### src/rtl/fifo_serializer_pkg.sv
// ============================================================================
// Module  : ser_pkg
// Brief   : Shared types and constants for the FIFO group serializer.
// Revision: 1.0 - initial release
// ============================================================================
`default_nettype none

package ser_pkg;

    localparam int DEFAULT_DATA_WIDTH = 8;
    localparam int DEFAULT_PAR_READ   = 4;

    typedef enum logic [1:0] {
        IDLE  = 2'd0,
        WAIT  = 2'd1,
        SHIFT = 2'd2
    } ser_state_t;

    // Index width for a group of par words; never narrower than one bit.
    function automatic int idx_width(input int par);
        return (par > 1) ? $clog2(par) : 1;
    endfunction

    localparam int DEFAULT_IDX_W = idx_width(DEFAULT_PAR_READ);

endpackage

`default_nettype wire

### src/rtl/fifo_serializer.sv
// ============================================================================
// Module  : fifo_serializer
// Brief   : Pulls PAR_READ-word groups from a FIFO and emits them one word per
//           valid/ready handshake, lowest index first.
//           Optional macro FIFO_SERIALIZER_LAST_EN adds the out_last port.
// Revision: 1.0 - initial release
// ============================================================================
`default_nettype none

module fifo_serializer
    import ser_pkg::*;
#(
    parameter int DATA_WIDTH = DEFAULT_DATA_WIDTH,
    parameter int PAR_READ   = DEFAULT_PAR_READ
) (
    input  logic                                 clk,
    input  logic                                 rst,
    input  logic [PAR_READ-1:0][DATA_WIDTH-1:0]  fifo_data,
    input  logic                                 fifo_valid,
    input  logic                                 fifo_empty,
    output logic                                 fifo_read_enable,
    output logic [DATA_WIDTH-1:0]                out_data,
    output logic                                 out_valid,
    input  logic                                 out_ready,
    output logic                                 busy
`ifdef FIFO_SERIALIZER_LAST_EN
   ,output logic                                 out_last
`endif
);

    localparam int                 IDX_W    = idx_width(PAR_READ);
    localparam logic [IDX_W-1:0]   LAST_IDX = IDX_W'(PAR_READ - 1);

    ser_state_t                            state_q, state_d;
    logic [IDX_W-1:0]                      idx_q, idx_d;
    logic [PAR_READ-1:0][DATA_WIDTH-1:0]   hold_q, hold_d;
    logic                                  handshake;
    logic                                  at_last;

    assign handshake = (state_q == SHIFT) && out_ready;
    assign at_last   = (idx_q == LAST_IDX);

    always_ff @(posedge clk) begin
        if (rst) begin
            state_q <= IDLE;
            idx_q   <= '0;
            hold_q  <= '0;
        end else begin
            state_q <= state_d;
            idx_q   <= idx_d;
            hold_q  <= hold_d;
        end
    end

    always_comb begin
        state_d = state_q;
        idx_d   = idx_q;
        hold_d  = hold_q;
        case (state_q)
            IDLE: begin
                if (!fifo_empty) state_d = WAIT;
            end
            WAIT: begin
                if (fifo_valid) begin
                    hold_d  = fifo_data;
                    idx_d   = '0;
                    state_d = SHIFT;
                end
            end
            SHIFT: begin
                if (handshake) begin
                    if (!at_last) begin
                        idx_d = idx_q + IDX_W'(1);
                    end else if (!fifo_empty) begin
                        state_d = WAIT;
                    end else begin
                        state_d = IDLE;
                    end
                end
            end
            default: state_d = IDLE;
        endcase
    end

    // Reads are issued only from IDLE or on the final handshake, each followed
    // by WAIT, so two consecutive read pulses cannot occur.
    always_comb begin
        out_valid        = (state_q == SHIFT);
        out_data         = hold_q[idx_q];
        busy             = (state_q != IDLE);
        fifo_read_enable = !rst && !fifo_empty &&
                           ((state_q == IDLE) || (handshake && at_last));
`ifdef FIFO_SERIALIZER_LAST_EN
        out_last         = (state_q == SHIFT) && at_last;
`endif
    end

endmodule

`default_nettype wire

### config.mk
export PLATFORM = sky130hd
export DESIGN_NAME = fifo_serializer
export DESIGN_NICKNAME = d
export VERILOG_FILES = /design/src/rtl/fifo_serializer_pkg.sv /design/src/rtl/fifo_serializer.sv
export SDC_FILE = /design/constraint.sdc
export NUM_CORES = 1
export LEC_CHECK = 0
export BUFFER_PORTS_ARGS = -buffer_cell sky130_fd_sc_hd__clkbuf_2
export CAP_MARGIN = 20
export CORE_AREA = 2 2 82 84
export CTS_CLUSTER_SIZE = 30
export DETAILED_ROUTE_END_ITERATION = 6
export DIE_AREA = 0 0 84 86
export PLACE_DENSITY = 0.49
export REMOVE_ABC_BUFFERS = 1
export SKIP_LAST_GASP = 1
export SLEW_MARGIN = 25
export SYNTH_ARGS = -nofsm -noshare
export SYNTH_HDL_FRONTEND = slang
export SYNTH_SLANG_ARGS = --single-unit
### constraint.sdc
create_clock -name clk -period 2.21 [get_ports clk]
set_input_delay 0.1105 -clock clk [delete_from_list [all_inputs] [get_ports clk]]
set_output_delay 0.1105 -clock clk [all_outputs]
set_load 0.005 [all_outputs]
-- After elaboration in Yosys (flattened, before gate mapping)
Index checks and enable logic that the tools add are counted.
- flip-flop bits (word level): 36
- output and inout bits: 11
- word-level logic and storage cells: 41
- input port bits: 37
- reduce and logical (&&, ||, !) cells: 13
- $lt $le $gt $ge: 1
- equal/unequal tests: 8
- mux-type cells: 12
- add/subtract/negate cells: 1
- operator list (kind ; number):
    binary-select mux 8 bit (select 2 bit) ; 1
    two-way mux 2 bit ; 7
    two-way mux 8 bit ; 1
    AND reduction 4 bit ; 2
    inequality test 2 bit, second input constant ; 3
    one-hot mux 2 bit (3 select lines) ; 1
    equality test 2 bit, second input constant ; 2
    logical AND 1 bit ; 4
    inequality test 2 x 1 -> 1 bit, second input constant ; 2
    one-hot mux 2 bit (2 select lines) ; 1
    nonzero test 2 bit ; 2
    < comparator 2 x 3 -> 1 bit, second input constant ; 1
    adder 2 x 1 -> 2 bit, second input constant ; 1
    equality test 2 x 1 -> 1 bit, second input constant ; 1
    zero test 1 bit ; 2
    zero test 2 bit ; 1
    AND reduction 2 bit ; 1
    logical OR 1 bit ; 1
    two-way mux 1 bit ; 1

-- Longest topological paths before layout
Gate-level depths: netlist of run 1.
- depth after elaboration: 5
- gate-level depth with buffers: 6

-- Worst setup path after synthesis of run 1
OpenSTA, ideal clock, no wires.
- path kind: reg-to-output
- start: register idx_q[0]
- end: output port out_data[0]
- arrival: 1098 ps
- path slack: 1002 ps
- path buffers: 1
- stages on the path, launching flop included: 3
- cells stage by stage: dfxtp_1 -> buf_2 -> mux4_2
- cells in the longest elaborated chain, start to end: 2
- ends and longest elaborated chain (what ; RTL line ; RTL):
    start: declaration ; fifo_serializer.sv:35 ; logic [IDX_W-1:0] idx_q, idx_d;
    start signal: assignment ; fifo_serializer.sv:50 ; idx_q <= idx_d;
    binary-select mux 8 bit (select 2 bit) ; fifo_serializer.sv:89 ; out_data = hold_q[idx_q];
    two-way mux 8 bit (implied by the code) ; fifo_serializer.sv:89 ;
    end: declaration ; fifo_serializer.sv:22 ; output logic [DATA_WIDTH-1:0] out_data,
Every way passes these cells. The select of a mux whose other input is x is not followed.

-- Worst setup path after layout of run 1
- start: register idx_q[0]
- end: output port out_data[5]
The elaborated chain is that of the path after synthesis.

==> impl_summary.log, run 1 <==
INFO  metric irDropWorstVdd = 0.249 mV
INFO  metric core_region_area = 6280 sq um
INFO  metric combPwrFrac = 0.104
INFO  metric postSynth.topFlopCell = sky130_fd_sc_hd__dfxtp_1
INFO  metric power_report.internal_total = 991 uW
INFO  metric clock_latency = 0.28 ns
INFO  metric hold_crit_depth = 3
INFO  metric cts_htree_levels = 2
INFO  metric synth.distinct_cells = 24
INFO  metric ys.warnings.count = 0
INFO  metric min_period = 1.88 ns
INFO  metric i_o_pins = 48
INFO  metric max_clock_freq = 0.532 GHz
INFO  metric io_buffers = 47
INFO  metric drt_drc_violations_left = 0
INFO  metric setup-violations-final = 0
INFO  metric total_power = 1290 uW
INFO  metric postCtsSetupRepairBufs = 0
INFO  metric cts_tree = yes
INFO  metric reg2reg_slack = 0.71 ns
INFO  metric grt_pass1_wl = 5870 um
INFO  metric drt_wl_total = 3530 um
INFO  metric tightestPinTransition = 0.509 ns
INFO  metric finish.cell_count_without_fillers = 298
INFO  metric sequentialPowerShare = 0.534
INFO  metric timing.final.crit_share = 0.851
INFO  metric placed_cells = 290
INFO  metric destination_of_the_worst_hold_path = hold_q[7]
INFO  metric maximum_fanout_count_along_the_critical_path = 9
INFO  metric vias_in_the_first_global_route = 1290
INFO  metric synth_compound_gate_area_share = 0.126
INFO  metric yosys.area_share.xor_xnor = 0
INFO  metric synth_enable_flop_cells = 0
INFO  metric status = complete, no violations
INFO  metric detailed_place.area = 1820 sq um
INFO  metric synthSimpleGateAreaFrac = 0.217
INFO  metric timing.setup.critical_path_class = flop to primary output
INFO  metric detail_route.first_pass.iterations = 4
INFO  metric gr-usage-all-layers = 0.103
INFO  metric clock-sinks = 36
INFO  metric critical_path.endpoint_type = primary output
INFO  metric syn_area = 1530 sq um
INFO  metric detailedRoute.firstIterationViolations = 52
INFO  metric clk_path_buf_depth = 2
INFO  metric worstReg2RegStart = state_q[0]
INFO  metric layout-drive-gt1-share = 0.326
INFO  metric route.detailed.vias_per_inst = 4.41
INFO  metric gp_congestion = 0.639
INFO  metric capturing_point_of_the_worst_reg2reg_path = hold_q[4]
INFO  metric leakagePower = 0.000750 uW
INFO  metric count_leader_synth = sky130_fd_sc_hd__nand2_1
INFO  metric rsz0062_at_grt = false
INFO  metric power.net_switching = 302 uW
INFO  metric synth.mux.area_fraction = 0.118
INFO  metric required_time_reported_for_the_critical_path_endpoint = 2.10 ns
INFO  metric slew-limit-headroom = 0.660
INFO  metric hpwl = 2560 um
INFO  metric initial_utilization = 0.243
INFO  metric synthesis.area_per_instance = 8.82 sq um
INFO  metric tritoncts.num_buffers = 5
INFO  metric grt_start_max_net_pins = 21
INFO  metric post_synth_fa_ha_maj_area_fraction = 0.00820
INFO  metric timing.critical_path.from_type = flop
INFO  metric grt_antenna_before_repair = 0
INFO  metric netlist_instances = 173
INFO  metric synth_sequential_area_ratio = 0.472
INFO  metric power.density_cell_area = 675 nW/um^2
INFO  metric timing_max_transition_violations_final = 0
INFO  metric postLayoutCellArea = 1910 sq um
INFO  metric synth-async-reset-ratio = 0
INFO  metric chipHeight = 86 um
INFO  metric power.share.clock = 0.362
INFO  metric postCtsHoldBufs = 0
INFO  metric clock-root-buffer = sky130_fd_sc_hd__clkbuf_8
INFO  metric final_antenna_net_count = 0
INFO  metric post_synth_main_area_contributors = sky130_fd_sc_hd__dfxtp_1 (47%), sky130_fd_sc_hd__nand2_1 (16%), sky130_fd_sc_hd__mux4_2 (12%), sky130_fd_sc_hd__a21oi_1 (11%), sky130_fd_sc_hd__buf_6 (2.2%)
INFO  metric synth_commonest_cells = sky130_fd_sc_hd__nand2_1 (64), sky130_fd_sc_hd__dfxtp_1 (36), sky130_fd_sc_hd__a21oi_1 (35), sky130_fd_sc_hd__mux4_2 (8), sky130_fd_sc_hd__buf_2 (4)
INFO  metric final.setup.tns = 0 ns
INFO  metric clk_pin_slew = 0.07 ns
INFO  metric synth.largest_area_cell = sky130_fd_sc_hd__dfxtp_1
INFO  metric vias = 1314
INFO  metric post_cts_resize_count = 0
INFO  metric full_die_area = 7220 sq um
INFO  metric power_switching_share = 0.234
INFO  metric timing.reg2reg.worst_path_depth = 4
INFO  metric gr-total-overflow = 0
INFO  metric max_cap_violations = 0
INFO  metric std_cell_rows = 29
INFO  metric class_of_the_most_critical_hold_timing_path = primary input to flop
INFO  metric timing_hold_violations_final = 0
INFO  metric synth_top_family_by_area = simple AND/OR/NAND/NOR gates
INFO  metric fin_util = 0.305
INFO  metric hold_path_startpoint = fifo_data[7]
INFO  metric route.detailed.wl_per_inst = 11.9 um
INFO  metric synth_seq_cells = 36
INFO  metric dieWidth = 84 um
INFO  metric clock-skew-final = 0.00326 ns
INFO  metric layout.nets = 258
INFO  metric synth_largest_type_area_fraction = 0.472
INFO  metric crit_path_arrival_time = 1.77 ns
INFO  metric antennaDiodeCount = 0
INFO  metric area.growth.synth_to_final = 25.4%
-- placed cells by master, fill, tap and decap left out --
| cell type | Yosys | routed |
|---|---|---|
| sky130_fd_sc_hd__clkinv_2 | 0 | 2 |
| sky130_fd_sc_hd__clkbuf_8 | 0 | 6 |
| sky130_fd_sc_hd__nor2b_1 | 1 | 1 |
| sky130_fd_sc_hd__nand2_1 | 64 | 64 |
| sky130_fd_sc_hd__a21boi_0 | 1 | 1 |
| sky130_fd_sc_hd__ha_1 | 1 | 1 |
| sky130_fd_sc_hd__nand2b_1 | 2 | 2 |
| sky130_fd_sc_hd__nand4bb_1 | 1 | 1 |
| sky130_fd_sc_hd__clkbuf_2 | 1 | 47 |
| sky130_fd_sc_hd__nor2_1 | 1 | 1 |
| sky130_fd_sc_hd__or2_0 | 1 | 1 |
| sky130_fd_sc_hd__dfxtp_1 | 36 | 36 |
| sky130_fd_sc_hd__nor4_1 | 1 | 1 |
| sky130_fd_sc_hd__or2_2 | 1 | 1 |
| sky130_fd_sc_hd__nand3_1 | 2 | 2 |
| sky130_fd_sc_hd__and3b_1 | 1 | 1 |
| sky130_fd_sc_hd__a21oi_1 | 35 | 35 |
| sky130_fd_sc_hd__nand3b_2 | 1 | 1 |
| sky130_fd_sc_hd__nand4b_1 | 1 | 1 |
| sky130_fd_sc_hd__mux4_2 | 8 | 8 |
| sky130_fd_sc_hd__buf_4 | 2 | 7 |
| sky130_fd_sc_hd__o32a_1 | 1 | 1 |
-- flip-flops by register name (all words and copies together) (netlist names) --
name / flops
hold_q: 32
idx_q: 2
state_q: 2
-- how the worst max path moves through the flow --
stage | from | to | slack, ns | cells after the start
floorplan | idx_q[0] | state_q[0] | 0.82 | 4
global placement | idx_q[0] | out_data[0] | 0.59 | 3
detailed placement | idx_q[0] | out_data[5] | 0.56 | 3
CTS | idx_q[0] | out_data[5] | 0.24 | 3
global route | idx_q[0] | out_data[4] | 0.17 | 3
finish | idx_q[0] | out_data[5] | 0.33 | 3
-- per-stage QoR --
stage	setup slack, ns	hold WS, ns
2_1_floorplan	0.816	0.180
3_3_place_gp	0.592	0.340
3_5_place_dp	0.555	0.338
4_1_cts	0.241	0.0324
5_1_grt	0.171	0.0334
6_report	0.330	0.0438
-- layer usage --
metal / global-route usage / wire [um]
met1: 0.130 / 1690
met2: 0.164 / 1620
met3: 0.0414 / 215
met4: 0.0308 / 15
met5: 0 / 0
-- layout make-up --
class                   count  area (sq um)
clock buffers               6          82.6
clock inverters             2          10.0
flip-flops and latches     36           721
repair buffers             54           288
multi-input cells         123           717
fillers                   713          4360
well taps                  77          96.3
-- logic make-up (layout without fill, tap and decap cells) --
group | after synthesis | count (layout)
AO/OA/AOI/OAI | 37 | 37
AND/OR/NAND/NOR | 77 | 77
multiplexers | 8 | 8
flip-flops | 36 | 36
buffers and inverters | 14 | 62
adder cells (fa/ha/maj) | 1 | 1
-- power groups by stage --
stage               logic, uW  clock network, uW  registers (uW)
floorplan                62.9                  0             701
global route              153                531             694
detailed placement        139                  0             706
global placement          138                  0             706
finish                    135                468             690
CTS                       139                493             691
-- critical path: stages, from the launching register on --
cell and delay [ns]:
sky130_fd_sc_hd__dfxtp_1 0.64, sky130_fd_sc_hd__buf_4 0.24, sky130_fd_sc_hd__mux4_2 0.49, sky130_fd_sc_hd__clkbuf_2 0.12
Note: power is estimated with default switching activity, not from simulation.
==> run 2, diff against run 1 <==
--- a/config.mk
+++ b/config.mk
@@ -5,13 +5,14 @@
 export SDC_FILE = /design/constraint.sdc
 export NUM_CORES = 1
 export LEC_CHECK = 0
-export BUFFER_PORTS_ARGS = -buffer_cell sky130_fd_sc_hd__clkbuf_2
+export ABC_AREA = 1
 export CAP_MARGIN = 20
-export CORE_AREA = 2 2 82 84
+export CORE_AREA = 2 2 89 91
 export CTS_CLUSTER_SIZE = 30
 export DETAILED_ROUTE_END_ITERATION = 6
-export DIE_AREA = 0 0 84 86
-export PLACE_DENSITY = 0.49
+export DIE_AREA = 0 0 91 93
+export DONT_BUFFER_PORTS = 1
+export PLACE_DENSITY = 0.42
 export REMOVE_ABC_BUFFERS = 1
 export SKIP_LAST_GASP = 1
 export SLEW_MARGIN = 25
==> run 2 against run 1 <==
  * Synthesized area rose by 19%
  * Sequential power rose by 36%
  * Synthesized cell count rose by 33%
  * Maximum frequency rose by 17%
  * Clock skew rose by 0.0059 ns
  * Via count rose by 12%
  * Clock power rose by 26%
  * Power rose by 96%
  * Critical endpoint is now out_data[7]
==> impl_summary.log, run 2 <==
INFO  metric status = complete, no violations
INFO  metric grt_start_max_net_pins = 66
INFO  metric detail_route.first_pass.iterations = 4
INFO  metric area.growth.synth_to_final = 20.3%
INFO  metric post_synth_main_area_contributors = sky130_fd_sc_hd__dfxtp_1 (40%), sky130_fd_sc_hd__a21oi_1 (10%), sky130_fd_sc_hd__a21oi_2 (9.7%), sky130_fd_sc_hd__o21ai_2 (9.7%), sky130_fd_sc_hd__inv_1 (7.5%)
INFO  metric power.density_cell_area = 1160 nW/um^2
INFO  metric ys.warnings.count = 0
INFO  metric vias = 1473
INFO  metric total_power = 2530 uW
INFO  metric class_of_the_most_critical_hold_timing_path = primary input to flop
INFO  metric final_common_cell = sky130_fd_sc_hd__a21oi_1
INFO  metric grt_pass1_wl = 7210 um
INFO  metric drt_wl_total = 4190 um
INFO  metric clock-root-buffer = sky130_fd_sc_hd__clkbuf_8
INFO  metric gp_congestion = 0.681
INFO  metric core_region_area = 7530 sq um
INFO  metric reg2reg_slack = 0.87 ns
INFO  metric tightestPinTransition = 0.785 ns
INFO  metric synth_enable_flop_cells = 0
INFO  metric gr-usage-all-layers = 0.107
INFO  metric postCtsSetupRepairBufs = 0
INFO  metric synthesis.area_per_instance = 7.88 sq um
INFO  metric leakagePower = 0.000774 uW
INFO  metric timing.setup.critical_path_class = flop to primary output
INFO  metric clock-skew-final = 0.00916 ns
INFO  metric chipHeight = 93 um
INFO  metric mostFrequentLayoutCells = sky130_fd_sc_hd__a21oi_1 (37), sky130_fd_sc_hd__inv_1 (36), sky130_fd_sc_hd__dfxtp_1 (36)
INFO  metric critical_path.endpoint_type = primary output
INFO  metric clk_path_buf_depth = 2
INFO  metric slew-limit-headroom = 0.476
INFO  metric synth.distinct_cells = 23
INFO  metric dieWidth = 91 um
INFO  metric io_buffers = 0
INFO  metric synth.largest_area_cell = sky130_fd_sc_hd__dfxtp_1
INFO  metric timing_max_transition_violations_final = 0
INFO  metric irDropWorstVdd = 0.379 mV
INFO  metric maximum_fanout_count_along_the_critical_path = 25
INFO  metric hold_path_startpoint = fifo_data[0]
INFO  metric route.detailed.wl_per_inst = 12.0 um
INFO  metric min_period = 1.61 ns
INFO  metric synth_seq_cells = 36
INFO  metric layout.nets = 283
INFO  metric detailedRoute.firstIterationViolations = 32
INFO  metric max_clock_freq = 0.620 GHz
INFO  metric rsz0062_at_grt = false
INFO  metric hold_crit_depth = 2
INFO  metric cts_tree = yes
INFO  metric postCtsHoldBufs = 21
INFO  metric clock-sinks = 36
INFO  metric layout-drive-gt1-share = 0.232
INFO  metric destination_of_the_worst_hold_path = hold_q[0]
INFO  metric timing.final.crit_share = 0.730
INFO  metric syn_area = 1810 sq um
INFO  metric setup-violations-final = 0
INFO  metric max_cap_violations = 0
INFO  metric timing.reg2reg.worst_path_depth = 5
INFO  metric clock_latency = 0.29 ns
INFO  metric antennaDiodeCount = 0
INFO  metric drt_drc_violations_left = 0
INFO  metric clk_pin_slew = 0.08 ns
INFO  metric largest_register_ff_count = 32
INFO  metric required_time_reported_for_the_critical_path_endpoint = 2.10 ns
INFO  metric synth-async-reset-ratio = 0
INFO  metric route.detailed.vias_per_inst = 4.23
INFO  metric grt_antenna_before_repair = 0
INFO  metric vias_in_the_first_global_route = 1491
INFO  metric synth_sequential_area_ratio = 0.398
INFO  metric std_cell_rows = 32
INFO  metric post_cts_resize_count = 0
INFO  metric i_o_pins = 48
INFO  metric tritoncts.num_buffers = 5
INFO  metric synth_commonest_cells = sky130_fd_sc_hd__a21oi_1 (37), sky130_fd_sc_hd__dfxtp_1 (36), sky130_fd_sc_hd__inv_1 (36), sky130_fd_sc_hd__nand2_1 (21)
INFO  metric final.setup.tns = 0 ns
INFO  metric netlist_instances = 230
INFO  metric capturing_point_of_the_worst_reg2reg_path = hold_q[28]
INFO  metric count_leader_synth = sky130_fd_sc_hd__a21oi_1
INFO  metric timing.critical_path.from_type = flop
INFO  metric final_antenna_net_count = 0
INFO  metric hpwl = 2720 um
INFO  metric synth_largest_type_area_fraction = 0.398
INFO  metric initial_utilization = 0.241
INFO  metric largest-register = hold_q
INFO  metric cts_htree_levels = 2
INFO  metric top_registers = hold_q (32), idx_q (2), state_q (2)
INFO  metric gr-total-overflow = 0
INFO  metric worstReg2RegStart = state_q[1]
INFO  metric crit_path_arrival_time = 1.50 ns
INFO  metric full_die_area = 8460 sq um
INFO  metric timing_hold_violations_final = 0
INFO  metric postSynth.topFlopCell = sky130_fd_sc_hd__dfxtp_1
-- run 2: changes by cell type after synthesis, sizes merged, moves of 2 or more --
cell	previous run	this run
inv	0	41
nand3	2	5
nand2b	2	0
nor2	1	10
a21oi	35	57
clkbuf	4	1
o21ai	0	40
or2	2	0
buf	10	14
mux4	8	0
nand2	64	21
-- run 2: worst max-delay path: stages, from the launching register on --
cell                      delay (ns)
sky130_fd_sc_hd__dfxtp_1        0.46
sky130_fd_sc_hd__inv_2          0.25
sky130_fd_sc_hd__o21ai_0        0.25
sky130_fd_sc_hd__a21oi_1        0.06
sky130_fd_sc_hd__a21oi_1        0.19
-- run 2: layout make-up --
| type | count | area, sq um |
|---|---|---|
| Clock buffer | 5 | 68.8 |
| Clock inverter | 3 | 42.5 |
| Fill cell | 871 | 5350 |
| Inverter | 42 | 158 |
| Multi-Input combinational cell | 137 | 825 |
| Sequential cell | 36 | 721 |
| Tap cell | 102 | 128 |
| Timing Repair Buffer | 23 | 238 |
-- run 2: how the worst max path moves through the flow --
stage                        to  cells past startpoint  startpoint  slack (ns)
floorplan             hold_q[0]                      3  state_q[0]        0.07
global placement     hold_q[26]                      5  state_q[1]        0.90
detailed placement  out_data[7]                      4    idx_q[0]        0.85
CTS                 out_data[7]                      4    idx_q[0]        0.52
global route        out_data[6]                      4    idx_q[0]        0.39
finish              out_data[7]                      4    idx_q[0]        0.60
-- run 2: kinds of logic after synthesis --
group | Yosys count | synth area share
compound gates | 98 | 0.354
fa+ha+maj | 1 | 0.00690
buf+inv | 57 | 0.151
flops | 36 | 0.398
simple gates | 38 | 0.0898
-- run 2: power by group --
part / total [uW] / switching (uW) / leakage (uW) / internal [uW]
logic: 1010 / 654 / 0.000425 / 351
registers: 940 / 117 / 0.000295 / 823
clock network: 588 / 254 / 0.0000541 / 334
-- run 2: per-layer routing --
metal,share of wire,vias to the layer above,track usage,wire (um)
met4,0.0079,0,0.0379,33
met2,0.48,32,0.181,2020
met1,0.46,658,0.127,1910
li1,-,781,-,-
met3,0.053,2,0.0355,223
met5,0,-,0,0
-- run 2: through the flow --
| step | cells | setup slack [ns] | utilization | hold WS, ns | area, sq um |
|---|---|---|---|---|---|
| floorplan | 215 | 0.0660 | - | 0.180 | 1700 |
| global placement | 319 | 0.903 | 0.247 | 0.186 | 1860 |
| detailed placement | 319 | 0.846 | 0.247 | 0.187 | 1860 |
| CTS | 348 | 0.522 | 0.290 | 0.000780 | 2180 |
| global route | 348 | 0.393 | 0.290 | 0.0134 | 2180 |
| finish | 348 | 0.597 | 0.290 | 0.0165 | 2180 |
==> run 3, diff against run 2 <==
==> constraint.sdc (replaced) <==
create_clock -name clk -period 1.5 [get_ports clk]
set_input_delay 0.075 -clock clk [delete_from_list [all_inputs] [get_ports clk]]
set_output_delay 0.075 -clock clk [all_outputs]
set_load 0.005 [all_outputs]
==> run 3 against run 2 <==
  * Sequential share of layout area fell by 2.0 points
  * Critical path depth rose by 1
  * Routed wire length fell by 2.1%
  * Design area rose by 6.4%
  * Hold slack got worse by 0.0081 ns
  * First-iteration DRC count rose by 6.3%
  * Clock skew fell by 0.0046 ns
  * Critical path type unchanged
==> impl_summary.log, run 3 (same netlist as run 2, synthesis figures left out) <==
INFO  metric detail_route.first_pass.iterations = 4
INFO  metric reg2reg_slack = 0.25 ns
INFO  metric slew-limit-headroom = 0.774
INFO  metric clk_pin_slew = 0.07 ns
INFO  metric drt_drc_violations_left = 0
INFO  metric largest_register_ff_count = 32
INFO  metric class_of_the_most_critical_hold_timing_path = primary input to flop
INFO  metric timing_hold_violations_final = 0
INFO  metric required_time_reported_for_the_critical_path_endpoint = 1.42 ns
INFO  metric leakagePower = 0.000830 uW
INFO  metric crit_path_arrival_time = 1.31 ns
INFO  metric clk_path_buf_depth = 2
INFO  metric clock_latency = 0.28 ns
INFO  metric clock-root-buffer = sky130_fd_sc_hd__clkbuf_8
INFO  metric gr-usage-all-layers = 0.101
INFO  metric setup-violations-final = 0
INFO  metric timing.final.crit_share = 0.924
INFO  metric gp_congestion = 0.694
INFO  metric min_period = 1.39 ns
INFO  metric dieWidth = 91 um
INFO  metric critical_path.endpoint_type = primary output
INFO  metric final_antenna_net_count = 0
INFO  metric io_buffers = 0
INFO  metric fillers = 846
INFO  metric final_common_cell = sky130_fd_sc_hd__dfxtp_1
INFO  metric detailedRoute.firstIterationViolations = 34
INFO  metric hpwl = 2860 um
INFO  metric finalWorstSetupSlack = 0.114 ns
INFO  metric initial_utilization = 0.241
INFO  metric sequential_cell_area = 721 sq um
INFO  metric grt_start_max_net_pins = 42
INFO  metric tightestPinTransition = 0.336 ns
INFO  metric top_registers = hold_q (32), idx_q (2), state_q (2)
INFO  metric irDropWorstVdd = 0.364 mV
INFO  metric cts_tree = yes
INFO  metric route.detailed.wl_per_inst = 11.3 um
INFO  metric clock-skew-final = 0.00452 ns
INFO  metric area.growth.synth_to_final = 28.0%
INFO  metric maximum_fanout_count_along_the_critical_path = 25
INFO  metric max_cap_violations = 0
INFO  metric timing.critical_path.from_type = flop
INFO  metric vias = 1512
INFO  metric clock-sinks = 36
INFO  metric route.detailed.vias_per_inst = 4.18
INFO  metric mostFrequentLayoutCells = sky130_fd_sc_hd__dfxtp_1 (36), sky130_fd_sc_hd__inv_1 (35), sky130_fd_sc_hd__a21oi_1 (34)
INFO  metric drt_wl_total = 4110 um
INFO  metric final.setup.tns = 0 ns
INFO  metric core_region_area = 7530 sq um
INFO  metric multi_input_comb_area = 836 sq um
INFO  metric std_cell_rows = 32
INFO  metric timing_max_transition_violations_final = 0
INFO  metric max_clock_freq = 0.721 GHz
INFO  metric status = complete, no violations
INFO  metric antennaDiodeCount = 0
INFO  metric worst_case_setup_slack_after_placement = 0.227 ns
INFO  metric grt_pass1_wl = 6720 um
INFO  metric largest-register = hold_q
INFO  metric full_die_area = 8460 sq um
INFO  metric power.density_cell_area = 1600 nW/um^2
INFO  metric chipHeight = 93 um
INFO  metric cts_htree_levels = 2
INFO  metric gr-total-overflow = 0
INFO  metric tritoncts.num_buffers = 5
INFO  metric vias_in_the_first_global_route = 1404
INFO  metric layout-drive-gt1-share = 0.246
INFO  metric i_o_pins = 48
INFO  metric timing.setup.critical_path_class = flop to primary output
INFO  metric grt_antenna_before_repair = 0
INFO  metric layout.nets = 297
## run 3: final timing paths
kind	start	end	cells past startpoint
setup / recovery	idx_q[0]	out_data[1]	5
hold / removal	fifo_data[1]	hold_q[1]	2
setup reg to reg	state_q[0]	hold_q[27]	4
hold reg to reg	hold_q[6]	hold_q[6]	2
## run 3: power by group
| part | internal (uW) | switching, uW | leakage, uW |
|---|---|---|---|
| Sequential | 1210 | 159 | 0.000295 |
| Combinational | 618 | 1020 | 0.000490 |
| Clock | 375 | 325 | 0.0000455 |
| Total | 2210 | 1500 | 0.000830 |
## run 3: through the flow
stage,util,hold slack [ns],area (sq um),std cells,power (uW)
finish,0.308,0.00839,2320,362,3710
global route,0.308,0.00697,2320,362,4080
CTS,0.304,0.000696,2290,360,3700
detailed placement,0.251,0.148,1890,322,2900
global placement,0.251,0.149,1890,322,2890
floorplan,-,0.144,1700,215,2470
## run 3: area by class of cell
type | count | share of cell area
flip-flops and latches | 36 | 0.311
multi-input cells | 137 | 0.360
well taps | 102 | 0.0550
clock buffers | 8 | 0.0389
inverters | 42 | 0.0718
repair buffers | 37 | 0.163
## run 3: metal layers
metal	GRT usage	vias to the layer above	part of all wire
met5	0	-	0
li1	-	804	-
met4	0.0341	0	0.014
met3	0.0322	6	0.060
met1	0.125	668	0.47
met2	0.165	34	0.45
## run 3: timing repair
item | in CTS | in global routing
setup buffers | 0 | 2
resized for setup | 1 | 5
hold buffers | 30 | 0
endpoints found under the setup margin | 6 | 8
endpoints found under the hold margin | 30 | 0
## run 3: worst max-delay path, cell delays in order, from the launching register on
cell	delay (ns)
sky130_fd_sc_hd__dfxtp_1	0.36
sky130_fd_sc_hd__buf_4	0.16
sky130_fd_sc_hd__inv_6	0.08
sky130_fd_sc_hd__o21ai_0	0.16
sky130_fd_sc_hd__a21oi_1	0.05
sky130_fd_sc_hd__a21oi_1	0.22
